File: config.mk
export PLATFORM = sky130hd
export DESIGN_NAME = ram_multi_read_clear_flat
export DESIGN_NICKNAME = d
export VERILOG_FILES = /design/src/rtl/ram_multi_read_clear_if.sv /design/src/rtl/ram_multi_read_clear.sv /design/src/flat_wrapper.sv
export SDC_FILE = /design/constraint.sdc
export NUM_CORES = 1
export LEC_CHECK = 0
export CAP_MARGIN = 20
export CORE_ASPECT_RATIO = 1.25
export CORE_MARGIN = 5
export CORE_UTILIZATION = 60
export DETAILED_ROUTE_END_ITERATION = 16
export PLACE_DENSITY = 0.88
export SYNTH_ARGS = -nofsm -noshare
export SYNTH_HDL_FRONTEND = slang
export SYNTH_SLANG_ARGS = --single-unit
File: constraint.sdc
create_clock -name aClock -period 3.45 [get_ports aClock]
set_input_delay 0.69 -clock aClock [delete_from_list [all_inputs] [get_ports aClock]]
set_output_delay 0.69 -clock aClock [all_outputs]
set_load 0.005 [all_outputs]
File: src/rtl/ram_multi_read_clear_if.sv
// Port bundle for ram_multi_read_clear: clear request, ready flag, the read ports and the masked write port.
// The master side drives addresses, data and requests, and the slave side is the RAM.
interface ram_multi_read_clear_if #(
  parameter int DEPTH      = 16,
  parameter int SIZE       = 16,
  parameter int READ_PORTS = 2,
  parameter int LANE       = 8
);
  localparam int ADDR_WIDTH = (SIZE > 1) ? $clog2(SIZE) : 1;
  localparam int MASK_WIDTH = DEPTH / LANE;

  logic                             aClear;
  logic                             anOutReady;
  logic [READ_PORTS*ADDR_WIDTH-1:0] aReadAddress;
  logic [READ_PORTS-1:0]            aReadEnable;
  logic [READ_PORTS*DEPTH-1:0]      anOutReadData;
  logic [ADDR_WIDTH-1:0]            aWriteAddress;
  logic [DEPTH-1:0]                 aWriteData;
  logic [MASK_WIDTH-1:0]            aWriteMask;
  logic                             aWriteEnable;

  modport master (
    output aClear, aReadAddress, aReadEnable, aWriteAddress, aWriteData, aWriteMask, aWriteEnable,
    input  anOutReady, anOutReadData
  );

  modport slave (
    input  aClear, aReadAddress, aReadEnable, aWriteAddress, aWriteData, aWriteMask, aWriteEnable,
    output anOutReady, anOutReadData
  );
endinterface

File: src/rtl/ram_multi_read_clear.sv
// Multi-read, single-write RAM with per-lane write masks and write-first bypass.
// A hardware sweep zeroes every entry after reset or on a clear request.
module ram_multi_read_clear #(
  parameter int DEPTH           = 16,
  parameter int SIZE            = 16,
  parameter int READ_PORTS      = 2,
  parameter int LANE            = 8,
  parameter bit REGISTERED_READ = 1'b0
) (
  input  logic                    aClock,
  input  logic                    aReset,
  ram_multi_read_clear_if.slave   bus
);
  localparam int ADDR_WIDTH = (SIZE > 1) ? $clog2(SIZE) : 1;
  localparam int MASK_WIDTH = DEPTH / LANE;
  localparam logic [ADDR_WIDTH:0]   SIZE_W = (ADDR_WIDTH + 1)'(SIZE);
  localparam logic [ADDR_WIDTH-1:0] LAST_W = ADDR_WIDTH'(SIZE - 1);

  typedef enum logic {CLEAR = 1'b0, READY = 1'b1} state_t;

  state_t                state_r;
  state_t                state_s;
  logic [ADDR_WIDTH-1:0] cnt_r;
  logic [ADDR_WIDTH-1:0] cnt_s;
  logic                  wr_eff_s;
  logic [DEPTH-1:0]      mem_r [SIZE];
  logic [DEPTH-1:0]      rd_s  [READ_PORTS];

  function automatic logic in_range(input logic [ADDR_WIDTH-1:0] addr);
    return ({1'b0, addr} < SIZE_W);
  endfunction

  function automatic logic [DEPTH-1:0] merge_lanes(input logic [DEPTH-1:0] old_v,
                                                   input logic [DEPTH-1:0] new_v,
                                                   input logic [MASK_WIDTH-1:0] mask_v);
    logic [DEPTH-1:0] res;
    res = old_v;
    for (int i = 0; i < MASK_WIDTH; i++) begin
      if (mask_v[i]) begin
        res[i*LANE +: LANE] = new_v[i*LANE +: LANE];
      end else begin
        res[i*LANE +: LANE] = old_v[i*LANE +: LANE];
      end
    end
    return res;
  endfunction

  assign wr_eff_s       = bus.aWriteEnable && (state_r == READY) && in_range(bus.aWriteAddress);
  assign bus.anOutReady = (state_r == READY);

  // State register and sweep counter
  always_ff @(posedge aClock) begin
    if (aReset) begin
      state_r <= CLEAR;
      cnt_r   <= '0;
    end else begin
      state_r <= state_s;
      cnt_r   <= cnt_s;
    end
  end

  // Sweep sequencing; a clear request is only honoured once the RAM is ready
  always_comb begin
    state_s = state_r;
    cnt_s   = cnt_r;
    case (state_r)
      CLEAR: begin
        if (cnt_r == LAST_W) begin
          state_s = READY;
          cnt_s   = '0;
        end else begin
          cnt_s   = cnt_r + ADDR_WIDTH'(1);
        end
      end
      READY: begin
        if (bus.aClear) begin
          state_s = CLEAR;
          cnt_s   = '0;
        end else begin
          state_s = READY;
        end
      end
      default: begin
        state_s = CLEAR;
        cnt_s   = '0;
      end
    endcase
  end

  // Storage: sweep writes zero, otherwise the masked user write lands
  always_ff @(posedge aClock) begin
    if (!aReset) begin
      if (state_r == CLEAR) begin
        mem_r[cnt_r] <= '0;
      end else if (wr_eff_s) begin
        mem_r[bus.aWriteAddress] <= merge_lanes(mem_r[bus.aWriteAddress], bus.aWriteData, bus.aWriteMask);
      end
    end
  end

  for (genvar gp = 0; gp < READ_PORTS; gp++) begin : g_port
    logic [ADDR_WIDTH-1:0] addr_s;
    assign addr_s = bus.aReadAddress[gp*ADDR_WIDTH +: ADDR_WIDTH];

    // Per-port read with write-first merge when the write hits the same entry
    always_comb begin
      rd_s[gp] = '0;
      if ((state_r == READY) && bus.aReadEnable[gp] && in_range(addr_s)) begin
        if (wr_eff_s && (bus.aWriteAddress == addr_s)) begin
          rd_s[gp] = merge_lanes(mem_r[addr_s], bus.aWriteData, bus.aWriteMask);
        end else begin
          rd_s[gp] = mem_r[addr_s];
        end
      end else begin
        rd_s[gp] = '0;
      end
    end

    if (REGISTERED_READ) begin : g_reg
      logic [DEPTH-1:0] rd_r;

      // Capture the merged read result; zero under reset
      always_ff @(posedge aClock) begin
        if (aReset) begin
          rd_r <= '0;
        end else begin
          rd_r <= rd_s[gp];
        end
      end

      assign bus.anOutReadData[gp*DEPTH +: DEPTH] = rd_r;
    end else begin : g_comb
      assign bus.anOutReadData[gp*DEPTH +: DEPTH] = rd_s[gp];
    end
  end
endmodule

File: src/flat_wrapper.sv
// flat-port wrapper written by rule: the top's interface ports become plain ports
module ram_multi_read_clear_flat 
#(
  parameter int DEPTH           = 16,
  parameter int SIZE            = 16,
  parameter int READ_PORTS      = 2,
  parameter int LANE            = 8,
  parameter bit REGISTERED_READ = 1'b0
)
  (aClock, aReset, bus_aClear, bus_aReadAddress, bus_aReadEnable, bus_aWriteAddress, bus_aWriteData, bus_aWriteMask, bus_aWriteEnable, bus_anOutReady, bus_anOutReadData);
  ram_multi_read_clear_if #(.DEPTH(DEPTH), .SIZE(SIZE), .READ_PORTS(READ_PORTS), .LANE(LANE)) bus_i ();
  input  logic aClock;
  input  logic aReset;
  input wire logic [$bits(bus_i.aClear)-1:0] bus_aClear;
  input wire logic [$bits(bus_i.aReadAddress)-1:0] bus_aReadAddress;
  input wire logic [$bits(bus_i.aReadEnable)-1:0] bus_aReadEnable;
  input wire logic [$bits(bus_i.aWriteAddress)-1:0] bus_aWriteAddress;
  input wire logic [$bits(bus_i.aWriteData)-1:0] bus_aWriteData;
  input wire logic [$bits(bus_i.aWriteMask)-1:0] bus_aWriteMask;
  input wire logic [$bits(bus_i.aWriteEnable)-1:0] bus_aWriteEnable;
  output wire logic [$bits(bus_i.anOutReady)-1:0] bus_anOutReady;
  output wire logic [$bits(bus_i.anOutReadData)-1:0] bus_anOutReadData;
  assign bus_i.aClear = bus_aClear;
  assign bus_i.aReadAddress = bus_aReadAddress;
  assign bus_i.aReadEnable = bus_aReadEnable;
  assign bus_i.aWriteAddress = bus_aWriteAddress;
  assign bus_i.aWriteData = bus_aWriteData;
  assign bus_i.aWriteMask = bus_aWriteMask;
  assign bus_i.aWriteEnable = bus_aWriteEnable;
  assign bus_anOutReady = bus_i.anOutReady;
  assign bus_anOutReadData = bus_i.anOutReadData;
  ram_multi_read_clear #(.DEPTH(DEPTH), .SIZE(SIZE), .READ_PORTS(READ_PORTS), .LANE(LANE), .REGISTERED_READ(REGISTERED_READ)) u_core (.aClock(aClock), .aReset(aReset), .bus(bus_i));
endmodule
Yosys cells after proc, flatten, opt, wreduce, memory -nomap -nowiden --
Memories as Yosys holds them, arrays and structs flattened. Index checks and enable logic that the tools add are counted.
Storage, ports and cells: flip-flop bits (word level) 5, memory bits (writable) 256, input port bits 36, output and inout bits 33, word-level logic and storage cells 51, memories kept 1
Cells by class: add/subtract/negate cells 1, equal/unequal tests 6, multiplexer cells 32, bitwise operators 1, reduce and logical (&&, ||, !) cells 8
Memories:
- u_core.mem_r | words 16, bits a word 16, rd ports 2, clocked after Yosys merged registers in 0, write ports 1, RTL line ram_multi_read_clear.sv:26 | logic [DEPTH-1:0] mem_r [SIZE];
Operator list (number):
- $mux W8 | 12
- $mux W16 | 5
- $reduce_or A16 Y1 | 1
- $mux W4 | 3
- $mux W1 | 9
- $eq A4 B4 Y1 | 2
- $ne A4 B4 Y1 const B | 2
- $pmux W4 S2 | 1
- $logic_and A1 B1 Y1 | 5
- $add A4 B1 Y4 const B | 1
- $eq A4 B4 Y1 const B | 1
- $reduce_and A2 Y1 | 2
- $mux W2 | 1
- $ne A2 B2 Y1 const B | 1
- $pmux W1 S2 | 1
- $not A1 Y1 | 1

Depth between registers and ports, before layout --
Gate-level depths: netlist of the first run.
word-level depth 8, mapped depth 6

Least setup slack after synthesis of the first run --
Ideal clock, no wire load.
path kind input-to-reg, start point input port aReset, end point memory u_core.mem_r[11][0], enable pin, setup time 0.383 ns, arrival 2.476 ns, required time 3.067 ns, setup slack 0.590 ns, stages 5, path buffers 2, cell sequence buf_2 a211oi_4 buf_4 mux2_2 nor3_1
On the way: cells in the longest elaborated chain, start to end 5, elaborated cells on any way between the ends 11, classes of those cells eq/ne (2); mux (6); reduce/logical (3)
Ends and longest elaborated chain:
- start, declared | RTL line flat_wrapper.sv:13 | input logic aReset;
- $mux W1 | RTL line ram_multi_read_clear.sv:92 | if (!aReset) begin
- $mux W1 (implied by the code) | RTL line ram_multi_read_clear.sv:96 | mem_r[bus.aWriteAddress] <= merge_lanes(mem_r[bus.aWriteAddress], bus.aWriteData, bus.aWriteMask);
- $reduce_and A2 Y1 (no source line)
- $reduce_or A16 Y1 (no source line)
- $mux W4 (no source line) or $mux W2 (tied branches)
- end, declared | RTL line ram_multi_read_clear.sv:26
Several ways; a longest one is shown, not always the timed one.

Worst setup path after layout of the first run --
start point input port bus_aReadAddress[3], end point output port bus_anOutReadData[5]
On the way: cells in the longest elaborated chain, start to end 4, elaborated cells on any way between the ends 6, classes of those cells eq/ne (1); mux (3); reduce/logical (1); memory (1)
Ends and longest elaborated chain:
- start, declared | RTL line flat_wrapper.sv:15 | input wire logic [$bits(bus_i.aReadAddress)-1:0] bus_aReadAddress;
- $mem_v2 Z16 W16 or $eq A4 B4 Y1 (tied branches)
- $mux W8 or $logic_and A1 B1 Y1 (tied branches) | RTL line ram_multi_read_clear.sv:39, ram_multi_read_clear.sv:109
- $mux W16 * | RTL line ram_multi_read_clear.sv:109 | if (wr_eff_s && (bus.aWriteAddress == addr_s)) begin
- $mux W16 * | RTL line ram_multi_read_clear.sv:108 | if ((state_r == READY) && bus.aReadEnable[gp] && in_range(addr_s)) begin
- end, declared | RTL line flat_wrapper.sv:22 | output wire logic [$bits(bus_i.anOutReadData)-1:0] bus_anOutReadData;
Mark *: on every way between the ends. The rest lies on a longest branch, timed or not.

==> results of run 1 <==
report_power, final:
part           total, mW  leakage, nW  internal, mW  switching, mW
sequential          3.50         2.19          3.48         0.0264
combinational      0.698         2.60         0.338          0.360
clock               2.79        0.410          1.62           1.17
total               6.99         5.21          5.44           1.56
worst max-delay path: cells and delay by family:
| family | cells | cell delay (ns) |
|---|---|---|
| xor+xnor | 1 | 0.10 |
| buf+inv | 4 | 1.36 |
| compound gates | 2 | 0.42 |
| simple gates | 1 | 0.20 |
sequential cells by signal (all words and copies together) (netlist names):
| name | count |
|---|---|
| u_core.cnt_r | 4 |
| u_core.bus.anOutReady | 1 |
| u_core.mem_r | 256 |
cell families after synthesis:
kind of cell	count (synthesis)
mux	136
buf+inv	51
simple gates	146
flops	261
compound gates	107
fa+ha+maj	1
xor+xnor	8
cells in the mapped netlist (all sizes together):
cell      n  share of area
and3      1        0.00049
xnor2     4         0.0027
nand2b    1        0.00049
mux2      2         0.0018
mux4    128           0.23
and2     19         0.0092
ha        1        0.00097
clkbuf    4         0.0012
nor4      2         0.0019
nor2b    19         0.0092
nor3     35          0.014
a31oi     5         0.0024
a22o     32          0.022
nor2     13         0.0038
inv       3        0.00088
a21o      3         0.0018
o21ai     1        0.00039
a311oi    1        0.00068
a22oi    60          0.035
nand3b    2         0.0012
nand2    41          0.012
a21oi     4         0.0016
and4      2         0.0014
buf      44          0.025
edfxtp  256           0.60
a211oi    1         0.0016
xor2      4         0.0027
mux2i     6         0.0047
nand3    11         0.0043
dfxtp     5         0.0078
metal layers:
| layer | share of wire | global-route usage | up-vias |
|---|---|---|---|
| li1 | - | - | 3408 |
| met1 | 0.30 | 0.361 | 4346 |
| met2 | 0.52 | 0.532 | 849 |
| met3 | 0.10 | 0.0527 | 249 |
| met4 | 0.079 | 0.172 | 0 |
| met5 | 0 | 0 | - |
how the worst max path moves through the flow:
stage / startpoint / to
global route: bus_aReadAddress[3] / bus_anOutReadData[3]
detailed placement: bus_aReadAddress[4] / bus_anOutReadData[23]
global placement: bus_aReadAddress[4] / bus_anOutReadData[23]
finish: bus_aReadAddress[3] / bus_anOutReadData[5]
CTS: bus_aWriteAddress[2] / bus_anOutReadData[21]
floorplan: aReset / u_core.mem_r[11][0]
layout make-up:
| type | instances | area [sq um] |
|---|---|---|
| timing repair buffer | 194 | 1950 |
| fill | 1170 | 5470 |
| clock inverter | 18 | 188 |
| inverter | 3 | 11.3 |
| clock buffer | 27 | 633 |
| sequential | 261 | 7790 |
| multi-input combinational | 398 | 4930 |
| tap | 279 | 349 |
repair_timing:
item | in CTS | in global routing
hold buffers | 0 | 0
pin swaps | 9 | 7
resized for setup | 36 | 38
endpoints found under the setup margin | 32 | 29
cloned | 2 | 2
buffers inserted | 5 | 23
through the flow:
| stage | std cells | setup TNS, ns | utilization | worst slack (ns) |
|---|---|---|---|---|
| 2_1_floorplan | 710 | 0 | - | 0.590 |
| 3_3_place_gp | 1103 | -1.92 | 0.679 | -0.193 |
| 3_5_place_dp | 1103 | -3.60 | 0.679 | -0.191 |
| 4_1_cts | 1155 | 0 | 0.727 | 0.000613 |
| 5_1_grt | 1180 | -0.607 | 0.743 | -0.106 |
| 6_report | 1180 | -0.0226 | 0.743 | -0.0197 |
==> results.md, run 1 <==
- Endpoint type of the worst setup path: output pin
- Hold depth: 2
- Crit path largest cell delay: 0.51 ns
- Worst setup SP type: primary input
- Slowest-stage cell, CP: clkdlybuf4s50_1
- CTS tree: built
- Final setup viols: 2
- Clk buf depth: 3
- Fin area: 15900 sq um
- Simple-gate share of the synthesized area: 0.0576
- Effective utilization at floorplan: 0.603
- Die area: 24500 sq um
- Clk Latency, worst-skew pair: 0.53 ns
- Reg2reg start: u_core.bus.anOutReady
- Worst hold path endpoint: u_core.cnt_r[1]
- DP HPWL: 24200 um
- Final nets: 920
- Synthesized net count: 747
- Worst Path Arrival: 2.78 ns
- Largest family of logic cells by synthesized area: multiplexers
- Tot Pwr: 6.99 mW
- Worst min-delay path category: register to register
- Failing checks: negative setup slack
- Fin. Hold Viols: 0
- Worst-Margin Slew: 0.908 ns
- Adder-Cell Fraction of Synth Area: 0.000972
- GP Congestion: 0.894
- Synthesized cell area: 12900 sq um
- Total GRT Usage: 0.306
- Initial DRC Count: 1243
- Compound-Gate Fraction of Synth Area: 0.0652
- H-tree depth: 1
- Area grow syn2layout: 23.2%
- Final worst setup slack: -0.0197 ns
- Antenna fix cells: 0
- Reg2Reg Depth: 7
- Setup CP Type: primary input to output pin
- Post-synthesis xor/xnor area fraction: 0.00545
- Most frequent cells in the layout: 256 x edfxtp_1, 104 x mux4_2, 100 x buf_4
- Die height: 174 um
- Grt total ovfl: 0
- Synth warnings: 0
- Mapped Avg Cell Area: 18.1 sq um
- Remaining antenna violation count: 0
- Router iterations before antenna repair: 6
- Io pins: 69
- CP Max Fanout: 8
- Post-synthesis cell count: 710
- CP most frequent cell: clkdlybuf4s50_1
- Largest net degree at the start of global routing: 33
- Worst clock skew: 0.00953 ns
- Slew Limit Fails: 0
- Worst R2R End: u_core.mem_r[14][1]
- Drt drc: 0
- Count of state elements after synthesis: 261
- Placeable Area: 21300 sq um
- Placed inst area: 14500 sq um
- Register-to-register setup slack: 0.65 ns
- Fin crit period: 3.47 ns
- Root buf cell: clkbuf_16
- Outcome: finished with violations
- Rows: 60
- Commonest non-fill, non-tap cell in the layout: edfxtp_1
- Die span in x: 141 um
- Number of distinct library cells after synthesis: 38
- CTS Buf Count: 25
- Max VDD drop: 0.470 mV
- Maxcap violations: 0
- Multiplexer area fraction after synthesis: 0.238
- Final hold slack: 0.619 ns
- Reg clk slew, reported paths: 0.06 ns
- CTS Sinks: 261
- Antenna violations before repair: 0
- Min-Delay Startpoint: u_core.cnt_r[1]
- First-pass GRT wire length: 56100 um
- WL per Instance: 32.6 um
- Port buffer count: 68
- CP cell instances: clkdlybuf4s50_1 -> buf_6 -> xnor2_4 -> and3_1 -> a31oi_1 -> buf_4 -> a22o_1 -> clkdlybuf4s50_1
- Vias in the first global route: 9155
- Cell leakage power: 5.21 nW
- Power density over the cells: 441 nW/um^2
- Via count: 8852
- Final wirelength: 38400 um
- Share of cells above drive strength 1: 0.352
- Fmax: 288 MHz
- Drt via density: 7.50
- CP Data Required Time: 2.76 ns
- Slew headroom: 0.378
- Period utilization: 1.01
- Sequential share of the synthesized area: 0.605
Note: power is estimated with default switching activity, not from simulation.
==> run 2: changes to the inputs <==
GPL_TIMING_DRIVEN = 0   (was unset)
==> run 2 against run 1 <==
  * The run still ends with negative setup slack left
  * Power grew 2.7%
  * Critical endpoint is now u_core.mem_r[11][11]
  * Critical path type is now primary input to register
  * Largest cell class unchanged
  * Die area is the same
  * Sequential power is essentially flat
  * Sequential share of layout area grew 1.2 points
  * Setup slack lost 0.026 ns
==> results.md, run 2 (synthesis results as in run 1) <==
- Worst min-delay path category: primary input to register
- Worst setup SP type: primary input
- Slowest-stage cell, CP: nor3_1
- Most frequent cells in the layout: 256 x edfxtp_1, 104 x mux4_2, 54 x clkdlybuf4s50_1
- Clk Latency, worst-skew pair: 0.54 ns (about the same)
- Final nets: 875 (-4.9%)
- Fin. Hold Viols: 0 (unchanged)
- Period utilization: 1.01 (+0.00761)
- Fin crit period: 3.50 ns (+0.0262 ns)
- Max FFs per register: 256 (unchanged)
- Port buffer count: 63 (-7.4%)
- Drt drc: 0 (unchanged)
- Router iterations before antenna repair: 6 (unchanged)
- Tot Pwr: 7.18 mW (+2.7%)
- Endpoint type of the worst setup path: register
- Area grow syn2layout: 20.3%
- H-tree depth: 1 (unchanged)
- Final setup viols: 9 (+7)
- Fin area: 15500 sq um (-2.4%)
- DP HPWL: 26300 um (+8.8%)
- Slew Limit Fails: 0 (unchanged)
- Clk buf depth: 3 (unchanged)
- WL per Instance: 34.8 um (+6.7%)
- Cell leakage power: 4.83 nW (-7.1%)
- CTS tree: built
- Max VDD drop: 0.587 mV (+25%)
- CTS Hold Bufs: 0 (unchanged)
- Crit path largest cell delay: 0.71 ns (+0.20 ns)
- CP cell instances: clkdlybuf4s50_1 -> inv_2 -> a211oi_4 -> buf_4 -> mux2_2 -> nor3_1 -> buf_4
- Share of cells above drive strength 1: 0.329 (-0.0228)
- Placed cell count: 1080 (-2.1%)
- Reg clk slew, reported paths: 0.06 ns (about the same)
- Io pins: 69 (unchanged)
- Grt total ovfl: 0 (unchanged)
- Layout filler cell count: 1168 (-0.17%)
- Placed inst area: 14100 sq um (-2.9%)
- CP most frequent cell: buf_4
- Finished Layout Cells: 1137 (-3.6%)
- Fin util: 0.726 (-0.0176)
- Die area: 24500 sq um (unchanged)
- Worst clock skew: 0.0139 ns (+0.00439 ns)
- Worst Path Arrival: 3.74 ns (+0.96 ns)
- Commonest non-fill, non-tap cell in the layout: edfxtp_1
- Vias in the first global route: 9152 (-0.033%)
- Antenna violations before repair: 1 (+1)
- CTS Buf Count: 26 (+4.0%)
- Placeable Area: 21300 sq um (unchanged)
- Root buf cell: clkbuf_16
- Die span in x: 141 um (unchanged)
- First-pass GRT wire length: 57400 um (+2.3%)
- Initial DRC Count: 1428 (+15%)
- Die height: 174 um (unchanged)
- Largest net degree at the start of global routing: 17 (-48%)
- Final wirelength: 39500 um (+2.8%)
- Slew headroom: 0.248 (-0.130)
- CP Data Required Time: 3.69 ns (+0.93 ns)
- Fmax: 286 MHz (-0.75%)
- GP Congestion: 0.955 (+6.8%)
- Rows: 60 (unchanged)
- Final worst setup slack: -0.0460 ns (-0.0262 ns)
- Total GRT Usage: 0.319 (+0.0130)
- Via count: 8848 (-0.045%)
- Drt via density: 7.78 (+3.7%)
- Register bank with the most flops: u_core.mem_r
- CTS Sinks: 261 (unchanged)
- Setup CP Type: primary input to register
- Remaining antenna violation count: 0 (unchanged)
- Power density over the cells: 464 nW/um^2 (+5.2%)
- Failing checks: negative setup slack
- Worst-Margin Slew: 1.10 ns (+0.190 ns)
- Setup TNS: -0.245 ns (-0.222 ns)
- Effective utilization at floorplan: 0.603 (unchanged)
- CP Max Fanout: 10 (+2)
- Maxcap violations: 0 (unchanged)
- Outcome: finished with violations
run 2: layout make-up:
type / count / area, sq um / share of cell area
buffer: 47 / 514 / 0.0332
timing repair buffer: 101 / 908 / 0.0587
inverter: 3 / 11.3 / 0.000728
clock inverter: 17 / 210 / 0.0136
tap: 279 / 349 / 0.0226
multi-input combinational: 398 / 5010 / 0.323
antenna: 1 / 2.50 / 0.000162
sequential: 261 / 7790 / 0.503
clock buffer: 30 / 687 / 0.0444
run 2: metrics by stage:
step                setup WS, ns  hold slack [ns]
floorplan                  0.590            0.531
global placement          -0.849            0.561
detailed placement        -0.875            0.575
CTS                      0.00875            0.455
global route             -0.0515            0.468
finish                   -0.0460            0.456
run 2: metal layers:
metal / global-route usage / routed length (um) / up-vias
li1: - / - / 3320
met1: 0.378 / 12400 / 4359
met2: 0.528 / 19300 / 910
met3: 0.0742 / 4670 / 259
met4: 0.199 / 3160 / 0
met5: 0.00607 / 0 / -
run 2: worst max-delay path, delay by kind of cell:
kind	cells	cell delay, ns
AOI/OAI and AO/OA	1	0.47
buffers and inverters	4	1.39
muxes	1	0.46
and+or+nand+nor	1	0.71
run 2: final timing paths:
kind / startpoint / endpoint / slack [ns] / depth (start not counted)
max: bus_aWriteMask[0] / u_core.mem_r[11][11] / -0.05 / 7
min: aReset / u_core.cnt_r[0] / 0.46 / 2
max reg2reg: u_core.bus.anOutReady / u_core.mem_r[11][11] / 0.35 / 6
min reg2reg: u_core.cnt_r[2] / u_core.cnt_r[2] / 0.59 / 2
run 2: report_power, final:
group          internal, mW  total (mW)  switching, mW
Combinational         0.287       0.667          0.379
Clock                  1.80        3.01           1.21
Sequential             3.48        3.50         0.0271
run 2: what timing repair did:
item,4_1_cts,5_1_grt
pin swaps,9,5
cloned,1,0
resized for setup,115,26
setup endpoints to repair,32,52
buffers inserted,7,2
